$ cat config.mk
export PLATFORM = sky130hd
export DESIGN_NAME = shift_feeder_flat
export DESIGN_NICKNAME = d
export VERILOG_FILES = /design/src/rtl/shift_feeder_if.sv /design/src/rtl/shift_feeder.sv /design/src/flat_wrapper.sv
export SDC_FILE = /design/constraint.sdc
export NUM_CORES = 1
export LEC_CHECK = 0
export BUFFER_PORTS_ARGS = -buffer_cell sky130_fd_sc_hd__buf_4
export CORE_MARGIN = 2
export CORE_UTILIZATION = 55
export DETAILED_ROUTE_END_ITERATION = 8
export PLACE_DENSITY = 0.76
export SLEW_MARGIN = 20
export SYNTH_ARGS = -nofsm -noshare
export SYNTH_HDL_FRONTEND = slang
export SYNTH_SLANG_ARGS = --single-unit
$ cat constraint.sdc
create_clock -name clk -period 4.3 [get_ports clk]
set_input_delay 0.215 -clock clk [delete_from_list [all_inputs] [get_ports clk]]
set_output_delay 0.215 -clock clk [all_outputs]
set_load 0.01 [all_outputs]
$ cat src/rtl/shift_feeder_if.sv
// Handshake and serial-output bundle for shift_feeder.
// master: upstream word source / serial consumer side; slave: the feeder itself.
interface shift_feeder_if #(
  parameter int unsigned WIDTH = 5
) ();
  logic [WIDTH-1:0] din;
  logic             din_valid;
  logic             din_ready;
  logic             sout;
  logic             sout_en;
  logic             busy;
  logic             done;

  modport master (
    output din, din_valid,
    input  din_ready, sout, sout_en, busy, done
  );

  modport slave (
    input  din, din_valid,
    output din_ready, sout, sout_en, busy, done
  );
endinterface

$ cat src/rtl/shift_feeder.sv
// Parallel-to-serial feeder for a downstream serial shift register.
// Accepts a WIDTH-bit word on a valid/ready handshake and emits it one bit per
// DIV-clock bit-period, strobing sout_en in the first clock of each period.
// Optional feature: define SHIFT_FEEDER_PARITY_EN to append an even-parity bit
// (extra PAR bit-period, done moves to the parity strobe).
module shift_feeder #(
  parameter int unsigned WIDTH     = 5,
  parameter int unsigned DIV       = 1,
  parameter int unsigned MSB_FIRST = 1
) (
  input logic           clk,
  input logic           rst,
  shift_feeder_if.slave bus
);

  localparam logic [4:0] LastBit = 5'(WIDTH - 1);
  localparam logic [7:0] LastDiv = 8'(DIV - 1);

`ifdef SHIFT_FEEDER_PARITY_EN
  typedef enum logic [1:0] {StIdle, StShift, StPar} state_e;
`else
  typedef enum logic [1:0] {StIdle, StShift} state_e;
`endif

  state_e           state_q;
  logic [WIDTH-1:0] hold_q;   // bits still to be emitted, next one at the head
  logic [4:0]       bit_q;
  logic [7:0]       div_q;
  logic             sout_q;
  logic             sout_en_q;
  logic             busy_q;
  logic             done_q;
  logic             ready_q;
`ifdef SHIFT_FEEDER_PARITY_EN
  logic             parity_q;
`endif

  // Bit emitted first from a word, depending on bit order.
  function automatic logic head(input logic [WIDTH-1:0] w);
    return (MSB_FIRST != 0) ? w[WIDTH-1] : w[0];
  endfunction

  // Drop the head bit so the following bit becomes the head.
  function automatic logic [WIDTH-1:0] advance(input logic [WIDTH-1:0] w);
    return (MSB_FIRST != 0) ? (w << 1) : (w >> 1);
  endfunction

  assign bus.din_ready = ready_q;
  assign bus.sout      = sout_q;
  assign bus.sout_en   = sout_en_q;
  assign bus.busy      = busy_q;
  assign bus.done      = done_q;

  // Control FSM with registered outputs; strobes default low every clock.
  always_ff @(posedge clk) begin
    if (rst) begin
      state_q   <= StIdle;
      hold_q    <= '0;
      bit_q     <= '0;
      div_q     <= '0;
      sout_q    <= 1'b0;
      sout_en_q <= 1'b0;
      busy_q    <= 1'b0;
      done_q    <= 1'b0;
      ready_q   <= 1'b1;
`ifdef SHIFT_FEEDER_PARITY_EN
      parity_q  <= 1'b0;
`endif
    end else begin
      sout_en_q <= 1'b0;
      done_q    <= 1'b0;
      unique case (state_q)
        StIdle: begin
          if (bus.din_valid && ready_q) begin
            state_q   <= StShift;
            hold_q    <= advance(bus.din);
            sout_q    <= head(bus.din);
            sout_en_q <= 1'b1;
            busy_q    <= 1'b1;
            ready_q   <= 1'b0;
            bit_q     <= '0;
            div_q     <= '0;
`ifdef SHIFT_FEEDER_PARITY_EN
            parity_q  <= ^bus.din;
`else
            done_q    <= (LastBit == 5'd0);
`endif
          end
        end
        StShift: begin
          if (div_q == LastDiv) begin
            div_q <= '0;
            if (bit_q == LastBit) begin
`ifdef SHIFT_FEEDER_PARITY_EN
              state_q   <= StPar;
              sout_q    <= parity_q;
              sout_en_q <= 1'b1;
              done_q    <= 1'b1;
`else
              state_q   <= StIdle;
              sout_q    <= 1'b0;
              busy_q    <= 1'b0;
              ready_q   <= 1'b1;
              bit_q     <= '0;
`endif
            end else begin
              bit_q     <= bit_q + 5'd1;
              sout_q    <= head(hold_q);
              hold_q    <= advance(hold_q);
              sout_en_q <= 1'b1;
`ifndef SHIFT_FEEDER_PARITY_EN
              done_q    <= ((bit_q + 5'd1) == LastBit);
`endif
            end
          end else begin
            div_q <= div_q + 8'd1;
          end
        end
`ifdef SHIFT_FEEDER_PARITY_EN
        StPar: begin
          if (div_q == LastDiv) begin
            state_q <= StIdle;
            div_q   <= '0;
            bit_q   <= '0;
            sout_q  <= 1'b0;
            busy_q  <= 1'b0;
            ready_q <= 1'b1;
          end else begin
            div_q <= div_q + 8'd1;
          end
        end
`endif
        default: state_q <= StIdle;
      endcase
    end
  end

endmodule

$ cat src/flat_wrapper.sv
// flat-port wrapper written by rule: the top's interface ports become plain ports
module shift_feeder_flat 
#(
  parameter int unsigned WIDTH     = 5,
  parameter int unsigned DIV       = 1,
  parameter int unsigned MSB_FIRST = 1
)
  (clk, rst, bus_din, bus_din_valid, bus_din_ready, bus_sout, bus_sout_en, bus_busy, bus_done);
  shift_feeder_if #(.WIDTH(WIDTH)) bus_i ();
  input logic clk;
  input logic rst;
  input wire logic [$bits(bus_i.din)-1:0] bus_din;
  input wire logic [$bits(bus_i.din_valid)-1:0] bus_din_valid;
  output wire logic [$bits(bus_i.din_ready)-1:0] bus_din_ready;
  output wire logic [$bits(bus_i.sout)-1:0] bus_sout;
  output wire logic [$bits(bus_i.sout_en)-1:0] bus_sout_en;
  output wire logic [$bits(bus_i.busy)-1:0] bus_busy;
  output wire logic [$bits(bus_i.done)-1:0] bus_done;
  assign bus_i.din = bus_din;
  assign bus_i.din_valid = bus_din_valid;
  assign bus_din_ready = bus_i.din_ready;
  assign bus_sout = bus_i.sout;
  assign bus_sout_en = bus_i.sout_en;
  assign bus_busy = bus_i.busy;
  assign bus_done = bus_i.done;
  shift_feeder #(.WIDTH(WIDTH), .DIV(DIV), .MSB_FIRST(MSB_FIRST)) u_core (.clk(clk), .rst(rst), .bus(bus_i));
endmodule
# ---- After elaboration in Yosys (flattened, before gate mapping)
# Cells that the tools add are included.
dict set report op_classes {
  reduce_logical 10
  eq_ne 7
  bitwise_logic 2
  addsub 2
  mux 31
}
# operator count
set ops {}
lappend ops {{two-way mux 5 bit} 6}
lappend ops {{case mux 5 bit (2 select lines)} 2}
lappend ops {{two-way mux 8 bit} 2}
lappend ops {{case mux 8 bit (2 select lines)} 1}
lappend ops {{two-way mux 1 bit} 12}
lappend ops {{== test 5 x 3 -> 1 bit (second input constant)} 2}
lappend ops {{adder 8 x 1 -> 8 bit (second input constant)} 1}
lappend ops {{zero test 8 bit} 1}
lappend ops {{case mux 1 bit (2 select lines)} 4}
lappend ops {{AND reduction 4 bit} 2}
lappend ops {{two-way mux 2 bit} 3}
lappend ops {{inequality test 2 x 1 -> 1 bit (second input constant)} 3}
lappend ops {{AND reduction 3 bit} 2}
lappend ops {{adder 5 x 1 -> 5 bit (second input constant)} 1}
lappend ops {{case mux 2 bit (2 select lines)} 1}
lappend ops {{OR reduction 4 bit} 1}
lappend ops {{== test 2 x 1 -> 1 bit (second input constant)} 1}
lappend ops {{zero test 2 bit} 1}
lappend ops {{inequality test 2 bit (second input constant)} 1}
lappend ops {{NOT 1 bit} 2}
lappend ops {{AND reduction 2 bit} 1}
lappend ops {{nonzero test 2 bit} 1}
lappend ops {{logical AND 1 bit} 1}
dict set report totals {
  inputBits 8
  regBits 25
  wordCells 61
}

# ---- Longest topological paths before layout
# Gate-level depths: netlist of run 1.
dict set report depth {
  word_depth 4
  mapped_depth 6
  depth_no_buf 6
}

# ---- Least setup slack after synthesis of run 1
# Ideal clock, no wire load.
dict set report synth_timing {
  path_kind {reg-to-reg}
  from {reg u_core.div_q[0]}
  to {reg u_core.hold_q[1]}
  stages_incl_launch_ff 7
  t_arrival_ps 1589
  setup_ps 128
  period_less_slack_ps 1716
  required_time_ps 4172
  slack_ps 2584
  cell_sequence {dfxtp_1 -> inv_1 -> ha_1 -> or4b_4 -> o31ai_4 -> o32a_1 -> nor2_1}
}
dict set report synth_between {
  elab_chain_len 3
}
# item line_no
set synth_rtl {}
lappend synth_rtl {{start: declaration} shift_feeder.sv:28} ;# logic [7:0] div_q;
lappend synth_rtl {{start signal: assignment} shift_feeder.sv:116} ;# div_q <= div_q + 8'd1;
lappend synth_rtl {{zero test 8 bit} shift_feeder.sv:91} ;# if (div_q == LastDiv) begin
lappend synth_rtl {{inequality test 2 x 1 -> 1 bit (no source line)} --}
lappend synth_rtl {{AND reduction 4 bit (no source line)} --}
lappend synth_rtl {{end signal: assignment} shift_feeder.sv:76} ;# hold_q <= advance(bus.din);
lappend synth_rtl {{end signal: assignment} shift_feeder.sv:109} ;# hold_q <= advance(hold_q);
lappend synth_rtl {{end: declaration} shift_feeder.sv:26} ;# logic [WIDTH-1:0] hold_q;
# Every way passes these cells.
# A chain may end at the register's enable or synchronous reset.

# ---- Final worst setup path of run 1
dict set report layout_timing {
  from {reg u_core.state_q[0]}
  to {reg u_core.hold_q[2]}
}
dict set report layout_between {
  elab_chain_len 3
  elab_cells_between_ends 8
  cone_classes {eq/ne: 4; mux: 1; reduce/logical: 3}
}
# item line_no
set layout_rtl {}
lappend layout_rtl {{start: declaration} shift_feeder.sv:25} ;# state_e state_q;
lappend layout_rtl {{start signal: assignment} shift_feeder.sv:57} ;# state_q <= StIdle;
lappend layout_rtl {{start signal: assignment} shift_feeder.sv:75} ;# state_q <= StShift;
lappend layout_rtl {{start signal: assignment} shift_feeder.sv:100} ;# state_q <= StIdle;
lappend layout_rtl {{== test 2 x 1 -> 1 bit / zero test 2 bit (equally long branches)} shift_feeder.sv:72} ;# unique case (state_q)
lappend layout_rtl {{inequality test 2 x 1 -> 1 bit (no source line) (tied with other cells)} --}
lappend layout_rtl {{AND reduction 4 bit (no source line)} --}
# Parallel ways exist; a longest one is shown, timed or not.

==> results of run 1 <==
cells by family (layout without fill, tap and decap cells):
group	count (synthesis)	count (layout)	synth area share, %
fa+ha+maj	4	4	4.46
mux	4	4	3.57
buf+inv	10	21	4.01
compound gates	31	31	20.5
xor+xnor	1	1	0.781
simple gates	51	51	27.4
flops	22	22	39.2
cell usage in the layout (no fill, tap or decap), drive strengths merged:
master,n
o32ai,1
mux2i,4
a21boi,1
nor2b,2
a22oi,1
ha,4
a211oi,5
a311oi,1
a21oi,7
dfxtp,22
nor2,9
nand3b,2
nand4,1
a32oi,1
nor3,2
a22o,1
o21ai,3
and3,2
a31oi,4
or3,2
o32a,1
or4b,2
a221o,1
and4bb,1
a41oi,1
nand3,10
nand2,8
and4,1
inv,6
nor4,1
nor4b,2
o311a,1
or4,1
xnor2,1
a21o,1
clkbuf,3
nand2b,5
o31ai,1
buf,12
metrics by stage:
step	instance area, sq um	utilization [%]	total power [W]	hold slack, ps
global placement	1220	63.0	0.000276	490
floorplan	1120	-	0.000259	390
detailed placement	1220	63.0	0.000277	502
global route	1250	64.2	0.000379	219
CTS	1250	64.2	0.000365	204
finish	1250	64.2	0.000363	210
final cells by class:
type | count | area share, %
multi-input cells | 91 | 51.1
flip-flops and latches | 22 | 35.3
repair buffers | 12 | 7.23
well taps | 27 | 2.71
clock buffers | 3 | 1.81
inverters | 6 | 1.81
routing by layer:
layer | track usage [%] | wire [um]
met1 | 26.3 | 1070
met2 | 31.8 | 1030
met3 | 2.76 | 67
met4 | 7.14 | 0
met5 | 0 | 0
state kept, by name, summed over array words and instances (netlist names):
register              flops
u_core.bus.din_ready      1
u_core.state_q            1
u_core.bus.done           1
u_core.hold_q             4
u_core.bit_q              5
u_core.bus.sout           1
u_core.div_q              8
u_core.bus.sout_en        1
tightest hold or removal path: cells and delay by family:
kind | cells | cell delay (ps)
buf+inv | 1 | 110
compound gates | 1 | 90
simple gates | 1 | 60
worst max path at each step:
stage,cells after the start,end,startpoint
finish,4,u_core.hold_q[2]$_SDFFE_PP0P_,u_core.state_q[0]$_SDFFE_PP0P_
global route,4,u_core.hold_q[2]$_SDFFE_PP0P_,u_core.state_q[0]$_SDFFE_PP0P_
CTS,4,u_core.hold_q[2]$_SDFFE_PP0P_,u_core.state_q[0]$_SDFFE_PP0P_
detailed placement,4,u_core.hold_q[2]$_SDFFE_PP0P_,u_core.state_q[0]$_SDFFE_PP0P_
global placement,4,u_core.bus.sout$_SDFFE_PP0P_,u_core.state_q[0]$_SDFFE_PP0P_
floorplan,6,u_core.hold_q[1]$_SDFFE_PP0P_,u_core.div_q[0]$_SDFFE_PP0P_
power breakdown:
part / internal [W] / total [W] / switching, W
registers: 0.000213 / 0.000221 / 0.00000837
clock network: 0.0000326 / 0.0000893 / 0.0000568
logic: 0.0000246 / 0.0000523 / 0.0000277
==> flow_summary.ini, run 1 <==
[status]
outcome = completed

[synth]
syn-instance-count = 123
netlist_top_cells_count = 22 x sky130_fd_sc_hd__dfxtp_1, 10 x sky130_fd_sc_hd__nand3_1, 8 x sky130_fd_sc_hd__nand2_1, 8 x sky130_fd_sc_hd__nor2_1, 7 x sky130_fd_sc_hd__a21oi_1
yosys-top-cells-area = sky130_fd_sc_hd__dfxtp_1 39%, sky130_fd_sc_hd__ha_1 4.5%, sky130_fd_sc_hd__nand3_1 4.5%
ys_dominant_reg_cell = sky130_fd_sc_hd__dfxtp_1
async_flop_share_pct = 0
synth_edf_count = 0
ys_types = 44
synthesis.area_per_instance_sq_um = 9.12
synth_sequential_area_ratio_pct = 39.2
synth.ff_latch_count = 22
yosysWarnings = 0
netlist_area_sq_um = 1120
yosysMostFrequentCell = sky130_fd_sc_hd__dfxtp_1
yosys.area.top_type = sky130_fd_sc_hd__dfxtp_1
synth_top_area_share_pct = 39.2
synthesis.nets = 135

[setup_path]
timing.reg2reg.setup_slack_ps = 2300
crit_path_max_cell_delay_ps = 660
wp_buf_inv = 0
worstSetupPathType = flip-flop to flip-flop
worst_path_max_delay_cell = sky130_fd_sc_hd__dfxtp_1
worst-r2r-cell-count = 4
regToRegEndpoint = u_core.hold_q[2]$_SDFFE_PP0P_
kind_of_start_point_of_the_critical_path = flip-flop
cp_max_fo = 16
end_kind = flip-flop
worst_flop_to_flop_path_startpoint = u_core.state_q[0]$_SDFFE_PP0P_
cp.required_ps = 4510
worst-endpoint-arrival_ps = 2210
critPathTopFamily = simple AND/OR/NAND/NOR gates
critical_path_cell_by_cell = or4b_1 > o31ai_4 > nor2_1 > a211oi_1

[final_layout]
antennaDiodeCount = 0
final_layout_size_suffix_gt1_share_pct = 14.9
area_used_by_multi_input_combinational_logic_sq_um = 637
ff_latch_area_sq_um = 440
filler_cell_count = 158
design.final.nets = 148
area_growth_syn_to_layout_pct = 11.0
final-instance-count-excl-fill = 161

[place]
globalplace.congestion = 0.825
dp_hpwl_um = 1540
io_buffers = 12
placedCellCount = 158
place_ws_ps = 2330

[sta]
fmaxAchievable_mhz = 499
min_period_ps = 2000
hold_viol = 0
timing.final.crit_share_pct = 46.6
finalWorstSetupSlack_ps = 2300
timing.final.max_slew_violations = 0
timing.final.setup_violations = 0
final.setup.tns_ps = 0
worst_clock_skew_ps = 1.97
worst_slew_margin_rel_pct = 57.4
worst_slew_pin_slew_ps = 639
grt_setup_unrepaired = no

[clock_network]
cts.hold.buffers_added = 0
cts.clk_slew.worst_paths_ps = 110
tritoncts = yes
ctsResizeCount = 0
htree_num_levels = 1
cts_inserted_buffers = 3
cts.path.max_buffers = 2
clock_sinks = 22
clock_latency_ps = 290
cts_setup_buffers = 0
cts.root.buffer_cell = sky130_fd_sc_hd__clkbuf_4

[grt]
globalRouteOverflowTotal = 0
grt_start_max_net_pins = 22
via_count_of_the_first_global_routing_pass = 839
initial_antenna_violation_count = 0
grt_first_pass_wirelength_um = 3740
global_route.usage.total_pct = 19.5

[floorplanning]
top_level_ports = 13
fp.dieW_um = 49.2
die-height_um = 49.2
design.core.area_sq_um = 1940
die-area_sq_um = 2420
placement_rows = 16
initial_utilization_pct = 57.8

[power_and_ir_drop]
vdd_drop_max_uv = 211
leak_nw = 0.482
power.density_cell_area_nw_per_um2 = 291

[routing]
drtIter0Drc = 19
final_antenna_net_count = 0
post-route-drc-count = 0
drt-total-wl_um = 2170
detail_route.first_pass.iterations = 4
route.detailed.wl_per_inst_um = 13.4
avgViaCountPerCell = 5.91
num_vias = 952

[hold_path]
hold_path.startpoint = bus_din[4]
timing.hold.worst.class = input pin to flip-flop
hold_depth = 3
timing.hold.worst_endpoint = u_core.bus.sout$_SDFFE_PP0P_

[job]
max_cap_viol_count = 0
No activity file was read; power rests on OpenSTA's default activity.
==> inputs of run 2 (changes only) <==
Settings changed: CORE_UTILIZATION 55 to 50, PLACE_DENSITY 0.76 to 0.73.
Clock period 4.3 ns to 1.8 ns, I/O delays scaled along.
==> run 2 against run 1 <==
Against the previous run:
- wire length grew 18%
- via count is 6.0% higher
- sequential share of layout area down 4.4 points
- largest cell class unchanged
==> flow_summary.ini, run 2 (same netlist as run 1, synthesis figures left out) <==
[final_layout]
final_common_cell = sky130_fd_sc_hd__buf_4
antennaDiodeCount = 0
top_regs = u_core.div_q (8), u_core.bit_q (5), u_core.hold_q (4)
most-common-layout-cells = 27 x sky130_fd_sc_hd__buf_4, 20 x sky130_fd_sc_hd__dfxtp_1, 10 x sky130_fd_sc_hd__nand3_1
area_growth_syn_to_layout_pct = 27.4
design.final.nets = 164
largest_register = u_core.div_q
number_of_flip_flops_in_the_largest_register = 8
final_layout_size_suffix_gt1_share_pct = 30.5
post-route-util_pct = 65.9
final-instance-count-excl-fill = 179
final_instance_area_sq_um = 1430

[setup_path]
worstSetupPathType = flip-flop to flip-flop
worst-r2r-cell-count = 7
cp_max_fo = 8
cp.required_ps = 2020
worst_flop_to_flop_path_startpoint = u_core.div_q[1]$_SDFFE_PP0P_
end_kind = flip-flop
worst-endpoint-arrival_ps = 1960
kind_of_start_point_of_the_critical_path = flip-flop
crit_start = u_core.div_q[1]$_SDFFE_PP0P_

[clock_network]
cts.clk_slew.worst_paths_ps = 130
cts.path.max_buffers = 2
cts.root.buffer_cell = sky130_fd_sc_hd__clkbuf_4
clock_latency_ps = 310
clock_sinks = 22
cts_inserted_buffers = 3
htree_num_levels = 1
tritoncts = yes

[place]
dp_hpwl_um = 1740
io_buffers = 12
dpl-instance-area_sq_um = 1320
placedCellCount = 171
globalplace.congestion = 0.814

[grt]
initial_antenna_violation_count = 0
grt_first_pass_wirelength_um = 4250
globalRouteOverflowTotal = 0
global_route.usage.total_pct = 21.2
grt_start_max_net_pins = 22
via_count_of_the_first_global_routing_pass = 967

[sta]
timing.final.crit_share_pct = 96.5
min_period_ps = 1740
worst_clock_skew_ps = 11.2
timing.final.setup_violations = 0
grt_setup_unrepaired = yes
timing.final.max_slew_violations = 0
fmaxAchievable_mhz = 575
worst_slew_margin_rel_pct = 66.6
worst_slew_pin_slew_ps = 497
hold_viol = 0

[routing]
detail_route.first_pass.iterations = 4
num_vias = 1009
route.detailed.wl_per_inst_um = 14.3
final_antenna_net_count = 0
drtIter0Drc = 11
drt-total-wl_um = 2550
avgViaCountPerCell = 5.64
post-route-drc-count = 0

[floorplanning]
fp.dieW_um = 51.4
design.core.area_sq_um = 2170
top_level_ports = 13
die-area_sq_um = 2640
die-height_um = 51.4
placement_rows = 17
initial_utilization_pct = 51.7

[hold_path]
hold_path.startpoint = bus_din[4]
timing.hold.worst.class = input pin to flip-flop
hold_depth = 3

[power_and_ir_drop]
power.density_cell_area_nw_per_um2 = 753
vdd_drop_max_uv = 606
leak_nw = 0.584

[status]
outcome = completed

[job]
max_cap_viol_count = 0
## run 2: layer usage
layer,GRT usage (%),up-vias,share of wire (%)
met5,0,-,0
met4,3.95,0,0.55
met3,5.26,2,1.7
met2,39.1,8,52
met1,24.6,481,45
li1,-,518,-
## run 2: path summary, 6_finish.rpt
path                              endpoint  slack, ps
max          u_core.hold_q[4]$_SDFFE_PP0P_         60
min           u_core.bus.sout$_SDFFE_PP0P_         40
max reg2reg  u_core.hold_q[4]$_SDFFE_PP0P_         60
min reg2reg   u_core.bus.sout$_SDFFE_PP0P_        510
## run 2: final cells by class
type / count / area, sq um
repair buffers: 28 / 214
clock inverters: 1 / 30.0
well taps: 28 / 35.0
clock buffers: 3 / 22.5
multi-input cells: 91 / 663
fillers: 182 / 739
inverters: 6 / 22.5
flip-flops and latches: 22 / 443
## run 2: metrics by stage
stage	setup WS (ps)	hold slack, ps	power [W]	TNS [ps]
CTS	11.0	40.0	0.00107	0
global route	-3.05	21.3	0.00113	-3.64
detailed placement	-16.4	389	0.000681	-21.3
floorplan	83.9	265	0.000618	0
global placement	63.7	382	0.000678	0
finish	62.3	41.9	0.00108	0
## run 2: worst max-delay path, cell delays in order, from the launching register on
cell and delay (ps):
sky130_fd_sc_hd__dfxtp_1 330, sky130_fd_sc_hd__inv_1 60, sky130_fd_sc_hd__ha_2 170, sky130_fd_sc_hd__or4b_4 480, sky130_fd_sc_hd__o31ai_4 230, sky130_fd_sc_hd__buf_6 160, sky130_fd_sc_hd__nor2_1 50, sky130_fd_sc_hd__a211oi_1 170
## run 2: repair_timing
action	4_1_cts	5_1_grt
buffers inserted	1	3
hold buffers	0	0
resized for setup	1	10
pin swaps	2	2
endpoints found under the setup margin	4	8
hold endpoints to repair	0	0
## run 2: where the power goes
part           internal (W)  total [W]  switching, W
clock network      0.000225   0.000383      0.000158
registers          0.000508   0.000524     0.0000160
logic             0.0000868   0.000170     0.0000831
